$ cat src/rtl/sap2_timing_pkg.sv
// Shared timing constants for the SAP-2 controller-sequencer.
package sap2_timing_pkg;

  localparam int T_STATES    = 18;
  localparam int T_FETCH_LEN = 3;
  localparam int IDX_W       = 5;

  // Binary T-state indices used by the control matrix (T1 is index 0).
  localparam logic [IDX_W-1:0] T1  = 5'd0;
  localparam logic [IDX_W-1:0] T2  = 5'd1;
  localparam logic [IDX_W-1:0] T3  = 5'd2;
  localparam logic [IDX_W-1:0] T4  = 5'd3;
  localparam logic [IDX_W-1:0] T5  = 5'd4;
  localparam logic [IDX_W-1:0] T6  = 5'd5;
  localparam logic [IDX_W-1:0] T7  = 5'd6;
  localparam logic [IDX_W-1:0] T8  = 5'd7;
  localparam logic [IDX_W-1:0] T9  = 5'd8;
  localparam logic [IDX_W-1:0] T10 = 5'd9;
  localparam logic [IDX_W-1:0] T11 = 5'd10;
  localparam logic [IDX_W-1:0] T12 = 5'd11;
  localparam logic [IDX_W-1:0] T13 = 5'd12;
  localparam logic [IDX_W-1:0] T14 = 5'd13;
  localparam logic [IDX_W-1:0] T15 = 5'd14;
  localparam logic [IDX_W-1:0] T16 = 5'd15;
  localparam logic [IDX_W-1:0] T17 = 5'd16;
  localparam logic [IDX_W-1:0] T18 = 5'd17;

  typedef enum logic {
    MODE_RUN    = 1'b0,
    MODE_HALTED = 1'b1
  } mode_e;

endpackage

$ cat src/rtl/onehot_to_index.sv
// One-hot to binary encoder; output is only meaningful for one-hot input.
module onehot_to_index
  import sap2_timing_pkg::*;
#(
  parameter int N = T_STATES
) (
  input  logic [N-1:0]     iOnehot,
  output logic [IDX_W-1:0] oIdx
);

  // OR together the indices of all set bits.
  always_comb begin
    oIdx = '0;
    for (int i = 0; i < N; i++) begin
      if (iOnehot[i]) oIdx = oIdx | IDX_W'(i);
    end
  end

endmodule

$ cat src/rtl/tstate_ring_counter.sv
// SAP-2 T-state ring counter: one-hot timing states advanced on the
// falling clock edge so control words settle before the rising edge.
module tstate_ring_counter
  import sap2_timing_pkg::*;
#(
  parameter int STATES    = T_STATES,
  parameter int FETCH_LEN = T_FETCH_LEN,
  parameter int CNT_W     = 16
) (
  input  logic              iClk,
  input  logic              iReset,
  input  logic              iEnable,
  input  logic              iEndCycle,
  input  logic              iHalt,
  output logic [STATES-1:0] oT,
  output logic [IDX_W-1:0]  oStateIdx,
  output logic              oFetch,
  output logic              oWrap,
  output logic              oHalted,
  output logic [CNT_W-1:0]  oCycles
);

  localparam logic [STATES-1:0] T_FIRST = STATES'(1);

  mode_e             mode_q, mode_d;
  logic [STATES-1:0] t_q, t_d;
  logic [IDX_W-1:0]  idx_q, idx_d;
  logic              wrap_q, wrap_d;
  logic [CNT_W-1:0]  cyc_q, cyc_d;
  logic              t_onehot;
  logic [IDX_W-1:0]  enc_idx;

  // Guards against a corrupted ring (e.g. X-init or upset).
  assign t_onehot = (t_q != '0) && ((t_q & (t_q - STATES'(1))) == '0);

  // Next-state selection in priority order: reset, halted, halt, enable,
  // ring repair, end of cycle / last state, shift.
  always_comb begin
    mode_d = mode_q;
    t_d    = t_q;
    idx_d  = idx_q;
    wrap_d = 1'b0;
    cyc_d  = cyc_q;
    if (iReset) begin
      mode_d = MODE_RUN;
      t_d    = T_FIRST;
      idx_d  = T1;
      cyc_d  = '0;
    end else if (mode_q == MODE_HALTED) begin
      mode_d = MODE_HALTED;
    end else if (iHalt) begin
      mode_d = MODE_HALTED;
    end else if (!iEnable) begin
      mode_d = MODE_RUN;
    end else if (!t_onehot) begin
      t_d   = T_FIRST;
      idx_d = T1;
    end else if (iEndCycle || t_q[STATES-1]) begin
      t_d    = T_FIRST;
      idx_d  = T1;
      wrap_d = 1'b1;
      cyc_d  = cyc_q + CNT_W'(1);
    end else begin
      t_d   = t_q << 1;
      idx_d = idx_q + IDX_W'(1);
    end
  end

  // All state updates on the falling edge, synchronous reset.
  always_ff @(negedge iClk) begin
    mode_q <= mode_d;
    t_q    <= t_d;
    idx_q  <= idx_d;
    wrap_q <= wrap_d;
    cyc_q  <= cyc_d;
  end

  onehot_to_index #(.N(STATES)) u_enc (
    .iOnehot (t_q),
    .oIdx    (enc_idx)
  );

  // Registered index must always agree with the one-hot vector.
  a_idx_match : assert property (@(negedge iClk) disable iff (iReset)
    t_onehot |-> (idx_q == enc_idx));

  assign oT        = t_q;
  assign oStateIdx = idx_q;
  assign oFetch    = |t_q[FETCH_LEN-1:0];
  assign oWrap     = wrap_q;
  assign oHalted   = (mode_q == MODE_HALTED);
  assign oCycles   = cyc_q;

endmodule

$ cat config.mk
export PLATFORM = sky130hd
export DESIGN_NAME = tstate_ring_counter
export DESIGN_NICKNAME = d
export VERILOG_FILES = /design/src/rtl/sap2_timing_pkg.sv /design/src/rtl/onehot_to_index.sv /design/src/rtl/tstate_ring_counter.sv
export SDC_FILE = /design/constraint.sdc
export NUM_CORES = 1
export LEC_CHECK = 0
export ABC_AREA = 1
export CELL_PAD_IN_SITES_DETAIL_PLACEMENT = 1
export CELL_PAD_IN_SITES_GLOBAL_PLACEMENT = 2
export CORE_AREA = 2 2 102 104
export CTS_CLUSTER_DIAMETER = 100
export DETAILED_ROUTE_END_ITERATION = 10
export DIE_AREA = 0 0 104 106
export GPL_TIMING_DRIVEN = 0
export PLACE_DENSITY = 0.87
export SLEW_MARGIN = 10
export SYNTH_ARGS = -nofsm -noshare
export SYNTH_HDL_FRONTEND = slang
export SYNTH_SLANG_ARGS = --single-unit
$ cat constraint.sdc
create_clock -name iClk -period 2.34 [get_ports iClk]
set_clock_uncertainty 0.15 [all_clocks]
set_input_delay 0.468 -clock iClk [delete_from_list [all_inputs] [get_ports iClk]]
set_output_delay 0.468 -clock iClk [all_outputs]
set_load 0.05 [all_outputs]
==> summary.txt, run 1 <==
Global routing
  – First-pass GRT wire length: about 20 mm
  – Largest net degree at the start of global routing: 13
  – Vias in the first global route: 3861
  – Initial antenna violation count: 0
  – GR Overflow Total: 0
  – GRT Total Usage: 22.26%

Setup path
  – Critical path capture point type: output port
  – Crit path required time: approximately 1700 ps
  – Reg2reg setup slack: -40 ps
  – Setup CP Type: reg -> out
  – Reg-to-reg startpoint: oT[0]$_SDFFE_NP1P_
  – Worst r2r dst: oCycles[6]$_SDFFE_NP0P_
  – Arrival time at the worst endpoint: 2260 ps
  – Worst r2r path cells: 17
  – Crit Path Max Fanout: 2
  – Worst setup SP type: flip-flop

Routing
  – First-pass iteration count of the detailed router: 5
  – Initial detailed-routing violation count: 137
  – Post-Route WL: 12.94 mm
  – Drt drc: 0
  – Antenna Violating Nets Remaining: 0
  – Mean routed wirelength per cell: about 18 um
  – Via count: ~3500
  – DR vias/cell: roughly 4.8

Power and ir drop
  – Leak: 0.002510 uW
  – Max VDD drop: 259.0 uV
  – Power share of the combinational group: between 20% and 30%
  – Switching Share: between 30 and 40%
  – Clock network fraction of total power: 43.0%
  – Net Switching: 758.8 uW
  – P_int: between 1000 and 1500 uW
  – Pwr Density: approximately 370 nW/um2
  – Power Total: roughly 1900 uW
  – Flop pwr share: 35.9%

Synth
  – Synth Instances: 432
  – Main flop type after synthesis: dfxtp_1
  – Netlist Area Pre-Place: about 2700 um2
  – Sequential area share after synthesis: 30.30%
  – Top cell type by total area after synthesis: dfxtp_1
  – Syn_nets: 439
  – Asr flop ratio synth: 0%
  – Netlist cell types: 30
  – Synth area leaders: dfxtp_1 30%, nand2_1 15%, nor2_1 12%, inv_1 9.3%, nand3_1 4.6%
  – EDFF count, synth: 0
  – Syn_area_per_cell: 6.270 um2
  – Most numerous cell in the Yosys netlist: nand2_1
  – Proportion of netlist area held by the largest area contributor: 30.30%
  – Post-synthesis sequential element count: 41
  – Yosys warnings: 0
  – Commonest cells in the synthesized netlist: 108 x nand2_1, 87 x nor2_1, 67 x inv_1, 41 x dfxtp_1, 25 x nand3_1

Finish
  – Antenna fix cells: 0
  – Layout cells sized above 1: 52.82%
  – Area Growth Syn to Fin: 92.29%
  – Fillers: 1251
  – Multi-input logic area: between 1500 and 2000 um2
  – Final Instance Area: 5209 um2
  – Nets: 608
  – FF/Latch Area: approximately 960 um2

Min path
  – Hold Crit Depth: 3
  – Worst Hold Endpoint: oCycles[15]$_SDFFE_NP0P_
  – Hold Path Class: reg -> reg
  – HP Start: oCycles[15]$_SDFFE_NP0P_

Floorplan
  – Initial core utilization: 27.09%
  – Die Ht: 106 um
  – Die span in x: between 100 and 150 um
  – Die footprint: approximately 11000 um2
  – # IOs: 47
  – Core ar.: between 9000 and 10000 um2
  – Row cnt: 37

STA
  – RSZ-0062 raised after global routing: true
  – Slew @ Worst Pin: 488.2 ps
  – Final setup margin: -540.4 ps
  – Final setup vio count: 82
  – Max_slew headroom: 67.15%
  – Endpoints failing hold: 0
  – Final slew viol count: 0

Clock tree
  – CTS H-Tree Depth: 2
  – Max Root-Sink Buffers: 2
  – CTS Buf Count: 5
  – Clock Tree Root: clkbuf_8
  – Worst-path clk slew: 70 ps
  – Skew-Pair Late Insertion Delay: around 400 ps
  – CTS tree: yes
  – Clock net sink count: 41

Placed design
  – Post-DP Area: around 3500 um2
  – DP Wirelength: 6.447 mm
  – Port bufs: between 40 and 50
  – GPL Wtd Cong: 0.8243

Outcome
  – Status: complete, but fails checks
  – Failing checks: negative setup slack

Run
  – Max-Cap Viols: 0
how the worst max path moves through the flow:
stage                             from                       to  cells past startpoint
global route        oT[1]$_SDFFE_NP0P_                   oFetch                      3
global placement                 iHalt  oCycles[5]$_SDFFE_NP0P_                      7
floorplan                        iHalt  oCycles[5]$_SDFFE_NP0P_                      6
CTS                 oT[1]$_SDFFE_NP0P_                   oFetch                      3
finish              oT[0]$_SDFFE_NP1P_                   oFetch                      3
detailed placement               iHalt  oCycles[5]$_SDFFE_NP0P_                      7
layout by cell type, fill, tap and decap left out, drive strengths merged:
cell,netlist,routed
nand2,130,130
buf,3,121
inv,73,115
nor2,99,99
dfxtp,41,41
nand3,28,28
a21oi,19,19
clkbuf,8,16
nand4,13,13
o21ai,6,6
clkinv,2,3
xnor2,2,2
ha,2,2
nor3,2,2
xor2,2,2
and2,1,1
nor4,1,1
dlygate4sd2,0,1
per-layer routing:
metal	GRT usage [%]	vias up	share of wire (%)
li1	-	1644	-
met1	25.33	1734	40
met2	39.76	102	53
met3	5.212	34	4.1
met4	9.749	0	2.6
met5	0	-	0
logic make-up after synthesis:
logic type	share of synthesized area, %
and+or+nand+nor	48.41
buffers and inverters	12.79
DFF	30.30
AOI/OAI and AO/OA	6.281
xor gates and xnor gates	1.294
adders and majority gates	0.9236
sequential cells by signal (all words and copies together) (netlist names):
| register | count |
|---|---|
| oT | 18 |
| oStateIdx | 5 |
| oHalted | 1 |
| oCycles | 16 |
| oWrap | 1 |
repair_timing:
item	CTS	global route
pin swaps	55	49
hold buffers	0	0
setup endpoints to repair	83	82
gates resized for setup	476	58
gates cloned	7	1
hold endpoints to repair	0	0
buffers inserted	51	23
worst max-delay path, cell delays in order, from the launching register on:
cell and delay, ps:
dfxtp_4 370, nor2_8 130, nand2_8 60, buf_8 140
power groups by stage:
stage,clock network (uW),registers [uW],logic [uW]
finish,821,684,403
global route,951,682,422
detailed placement,109,731,231
global placement,109,730,227
floorplan,109,751,142
CTS,808,685,365
final cells by class:
type | instances | share of cell area [%]
multi-input combinational | 305 | 37.81
timing repair buffer | 123 | 27.10
sequential | 41 | 18.38
inverter | 74 | 5.501
buffer | 10 | 3.363
clock inverter | 44 | 3.267
tap | 136 | 3.267
clock buffer | 5 | 1.321
metrics by stage:
step | setup TNS (ps) | hold WS [ps] | setup slack (ps) | cells | util, %
3_5_place_dp | -62870 | 344.9 | -1018 | 614 | 34.80
3_3_place_gp | -61450 | 335.5 | -986.4 | 614 | 34.80
4_1_cts | -18230 | 393.9 | -537.7 | 720 | 49.46
5_1_grt | -21070 | 424.5 | -581.8 | 738 | 52.09
2_1_floorplan | -7698 | 430.2 | -289.3 | 432 | -
6_report | -18310 | 396.0 | -540.4 | 738 | 52.09
(Power assumes the default switching activity.)
==> run 2: changes to the inputs <==
- SLEW_MARGIN: 10 -> not set
==> results of run 2 <==
Final layout, timing and power as in run 1 (identical DEF).
==> edit 1 (config.mk and constraints of run 2) <==
The package constant `T_STATES` goes from 18 to 9.
--- a/src/rtl/sap2_timing_pkg.sv
+++ b/src/rtl/sap2_timing_pkg.sv
@@ -2,5 +2,5 @@
 package sap2_timing_pkg;
 
-  localparam int T_STATES    = 18;
+  localparam int T_STATES    = 9;
   localparam int T_FETCH_LEN = 3;
   localparam int IDX_W       = 5;
Interface: changed (resized oT); port bits go from 47 to 38. No check against the original RTL was run, so the function may have changed too.
==> edit 1 against run 2 <==
  * Via count fell by 41%
  * Synthesized cell count fell by 43%
  * Routed wire length fell by 50%
  * Setup slack improved by 0.046 ns
  * Area after synthesis fell by 33%
  * Highest routed layer unchanged
  * Sequential cell count fell by 9
  * Final area fell by 30%
  * The run still ends with setup timing left
  * Power fell by 2.9%
  * Sequential power fell by 19%
==> edit 1: results (changes against run 2) <==
Place
  – Buffers added on ports: 36 (was 46)
  – RePlAce Congestion: 0.7275 (was 0.8243)
  – DP HPWL: 3721 µm (was 6447 µm)
  – Post-DP Area: 0.002412 mm² (was 0.003480 mm²)
  – Place WS: -1.150 ns (was -1.018 ns)

Worst setup path
  – Arr. time, crit path: 2.22 ns (was 2.26 ns)

Worst hold path
  – Min-delay src: oStateIdx[4]$_SDFFE_NP0P_ (was oCycles[15]$_SDFFE_NP0P_)

Synth
  – Post-synthesis adder-cell area fraction: 1.388% (was 0.9238%)
  – Area contributors post-synth: dfxtp_1 36%, nand2_1 14%, nor2_4 8.1% (was dfxtp_1 30%, nand2_1 15%, nor2_1 12%)
  – Post-synthesis mux area share: 1.666% (was 0%)
  – Post-Synth XOR/XNOR Area: 7.287% (was 1.293%)

Route
  – Drt via density: 4.053 (was 4.762)
  – Total routed wirelength: 6496 µm (was 12940 µm)

Cells and area
  – Nets: 382 (was 608)
  – Max FFs per register: 16 (was 18)
  – Filler cells: 1198 (was 1251)
  – Share of layout cells above drive strength 1: 56.91% (was 52.82%)

CTS
  – Clk_lat worst skew: 0.37 ns (was 0.40 ns)
  – Reg clk slew, reported paths: 0.05 ns (was 0.07 ns)

GRT
  – First-pass GRT wire length: 10750 µm (was 19700 µm)
  – Vias in the first global route: 2369 (was 3861)
  – Largest net degree at the start of global routing: 11 (was 13)
  – Total track usage: 12.17% (was 22.26%)

Pwr
  – LEAKAGE: 1.527 nW (was 2.510 nW)

Timing
  – PnR worst setup slack: -0.4942 ns (was -0.5404 ns)
  – Setup-failing EPs final: 63 (was 82)
  – Max_slew headroom: 75.95% (was 67.15%)

Status
  – Outcome: finished, violations left (unchanged)
  – Failing checks: setup timing (unchanged)
## edit 1: cell count changes after synthesis, sizes merged, moves of 6 or more
cell / run 2 / this run
nand2: 130 / 75
nand4: 13 / 2
inv: 73 / 20
clkbuf: 8 / 2
xnor2: 2 / 8
dfxtp: 41 / 32
nor2: 99 / 42
## edit 1: final timing paths
path / cells after the start / slack [ns] / end
hold reg to reg: 2 / 0.42 / oStateIdx[4]$_SDFFE_NP0P_
setup reg to reg: 14 / 0.35 / oT[1]$_SDFFE_NP0P_
setup / recovery: 3 / -0.49 / oFetch
hold / removal: 2 / 0.42 / oStateIdx[4]$_SDFFE_NP0P_
## edit 1: metal layers
metal | GRT usage [%] | part of all wire, % | up-vias
li1 | - | - | 1039
met1 | 11.58 | 39 | 979
met2 | 22.89 | 55 | 44
met3 | 4.537 | 4.5 | 13
met4 | 6.178 | 1.7 | 0
met5 | 0 | 0 | -
## edit 1: metrics by stage
stage	setup TNS [ns]	std cells
floorplan	-8.433	247
global placement	-48.39	419
detailed placement	-49.78	419
CTS	-13.29	502
global route	-15.60	512
finish	-13.37	512
## edit 1: area by class of cell
| type | instances | area (µm²) | share of cell area, % |
|---|---|---|---|
| sequential | 32 | 750.7 | 20.64 |
| clock inverter | 35 | 185.2 | 5.091 |
| tap | 136 | 170.2 | 4.678 |
| buffer | 7 | 85.08 | 2.339 |
| inverter | 19 | 83.83 | 2.305 |
| timing repair buffer | 90 | 983.4 | 27.04 |
| multi-input combinational | 188 | 1310 | 36.02 |
| clock buffer | 5 | 68.82 | 1.892 |
## edit 1: where the power goes
| group | internal (mW) | total [mW] | switching [mW] |
|---|---|---|---|
| clock | 0.495 | 0.893 | 0.398 |
| sequential | 0.538 | 0.553 | 0.0155 |
| combinational | 0.170 | 0.406 | 0.236 |
| total | 1.20 | 1.85 | 0.650 |
==> edit 2 (config.mk and constraints of run 2) <==
Without the edit above. The output `oWrap` loses its register stage (`wrap_q` becomes a continuous assignment).
--- a/src/rtl/tstate_ring_counter.sv
+++ b/src/rtl/tstate_ring_counter.sv
@@ -72,7 +72,8 @@
     t_q    <= t_d;
     idx_q  <= idx_d;
-    wrap_q <= wrap_d;
     cyc_q  <= cyc_d;
   end
+
+  assign wrap_q = wrap_d;
 
   onehot_to_index #(.N(STATES)) u_enc (
Check against the original RTL: not equivalent (a bounded check fails within 4 cycles, from zero or initial values and one cycle with iReset high).
==> edit 2 against run 2 <==
  * The flow still finishes with violations (setup timing)
  * Power down 13%
  * Final cell count down 13%
  * Routed wire length decreased by 24%
  * Sequential share of layout area increased by 3.3 points
  * Critical path depth rose by 10
  * Sequential cell count decreased by 1
  * Area after synthesis shrank 8.3%
  * Final area fell by 16%
  * Setup slack got worse by 0.96 ns
  * Largest cell class unchanged
  * Largest power group unchanged
==> edit 2: results (changes against run 2) <==
Place
  – Post-DP Area: 0.003288 mm² (was 0.003480 mm²)
  – Placed insts: 549 (was 614)
  – RePlAce Congestion: 0.8343 (was 0.8243)
  – DP HPWL: 5853 µm (was 6447 µm)

Route
  – TritonRoute pass-1 iters: 4 (was 5)
  – Initial DRC Count: 86 (was 137)
  – Total routed wirelength: 9819 µm (was 12940 µm)
  – Routed via count: 3044 (was 3514)

GRT
  – First-pass GRT wire length: 16280 µm (was 19700 µm)
  – Initial antenna violation count: 0 (unchanged)
  – Routing usage on met1: 20.51% (was 25.33%)
  – Total track usage: 18.01% (was 22.26%)
  – Largest net degree at the start of global routing: 12 (was 13)
  – Vias in the first global route: 3341 (was 3861)
  – GR Util met3: 4.537% (was 5.212%)

Timing
  – Setup-failing EPs final: 79 (was 82)
  – PnR worst setup slack: -1.497 ns (was -0.5404 ns)
  – Fin Setup TNS: -19.71 ns (was -18.31 ns)
  – Max_slew headroom: 60.47% (was 67.15%)

Worst hold path
  – Min-delay src: oT[2]$_SDFFE_NP0P_ (was oCycles[15]$_SDFFE_NP0P_)
  – Hold Path Depth: 2 (was 3)

CTS
  – Clk_lat worst skew: 0.38 ns (was 0.40 ns)
  – Reg clk slew, reported paths: 0.03 ns (was 0.07 ns)

Worst setup path
  – Crit Path Max Fanout: 5 (was 2)
  – FF-to-FF Start: oT[1]$_SDFFE_NP0P_ (was oT[0]$_SDFFE_NP1P_)
  – Reg2reg path depth: 11 (was 17)

Synth
  – Area contributors post-synth: dfxtp_1 32%, nand2_1 13%, nand4_1 9.1% (was dfxtp_1 30%, nand2_1 15%, nor2_1 12%)
  – Top cells by count, synth: 83 x nand2_1, 57 x nor2_1, 40 x dfxtp_1, 36 x nand4_1 (was 108 x nand2_1, 87 x nor2_1, 67 x inv_1, 41 x dfxtp_1, 25 x nand3_1)
  – Post-synthesis net count: 375 (was 439)
  – Syn Area/Cell: 6.749 µm² (was 6.270 µm²)
  – Synth cell types: 31 (was 30)

Pwr
  – VDD IR-drop max: 0.0002369 V (was 0.0002590 V)
  – LEAKAGE: 1.886 nW (was 2.510 nW)

Cells and area
  – Filler cells: 1237 (was 1251)
  – Share of layout cells above drive strength 1: 42.49% (was 52.82%)
  – Final Instance Count excl. Fillers: 642 (was 738)
  – Nets: 513 (was 608)

Status
  – Failing checks: setup timing (unchanged)
  – Outcome: finished, violations left (unchanged)
-- edit 2: cell types whose count changed after synthesis, moves of 10 or more --
cell,run 2,this run
nand2_1,108,83
nand2_2,18,5
nand3_1,25,14
nor2_1,87,57
nand4_1,13,36
a21oi_2,10,0
inv_1,67,33
a21oi_1,9,33
-- edit 2: worst max-delay path, cell delays in order, from the launching register on --
cell,delay (ns)
dfxtp_4,0.36
nor2_4,0.20
nand2_4,0.12
nor2_4,0.14
nand2_1,0.07
nand2_1,0.05
nand2_1,0.06
clkinv_2,0.06
nand2_4,0.05
nor2_8,0.13
nand3_4,0.09
buf_8,0.13
nor2_4,0.07
buf_6,0.16
-- edit 2: timing repair --
item	CTS	global route
resized for setup	408	34
cloned	1	1
setup endpoints to repair	81	80
hold buffers	0	0
pin swaps	16	23
setup buffers	31	17
-- edit 2: logic make-up after synthesis --
family                   synth area share, %
AO/OA/AOI/OAI                          8.666
buffers and inverters                  9.571
adder cells (fa/ha/maj)                1.007
AND/OR/NAND/NOR                        42.52
XOR/XNOR                               5.995
flip-flops                             32.24
-- edit 2: final timing paths --
path | to | slack (ns)
worst max register to register | oT[16]$_SDFFE_NP0P_ | 0.19
worst min-delay path | oT[2]$_SDFFE_NP0P_ | 0.35
worst max-delay path | oWrap | -1.50
worst min register to register | oT[2]$_SDFFE_NP0P_ | 0.35
-- edit 2: final cells by class --
cell class / instances / area (µm²) / area share [%]
Clock inverter: 42 / 160.2 / 3.670
Buffer: 17 / 207.7 / 4.759
Clock buffer: 5 / 68.82 / 1.577
Tap cell: 136 / 170.2 / 3.899
Sequential cell: 40 / 945.9 / 21.67
Multi-Input combinational cell: 276 / 1605 / 36.78
Timing Repair Buffer: 93 / 1081 / 24.77
Inverter: 33 / 125.1 / 2.867
-- edit 2: layer usage --
layer | vias to the layer above | share of wire [%]
li1 | 1477 | -
met1 | 1473 | 41
met2 | 79 | 53
met3 | 15 | 4.8
met4 | 0 | 1.2
met5 | - | 0
-- edit 2: metrics by stage --
step,worst slack (ns),total power [mW],hold WS [ns]
after floorplan,-1.321,0.9502,0.4097
after global placement,-2.025,1.005,0.3135
after detailed placement,-2.044,1.007,0.3245
after CTS,-1.542,1.655,0.3604
after global routing,-1.640,1.802,0.3657
final,-1.497,1.652,0.3534
-- edit 2: where the power goes --
part           switching (mW)  internal (mW)  total [mW]
clock                   0.449          0.289       0.739
sequential            0.00813          0.652       0.660
combinational           0.149          0.105       0.254
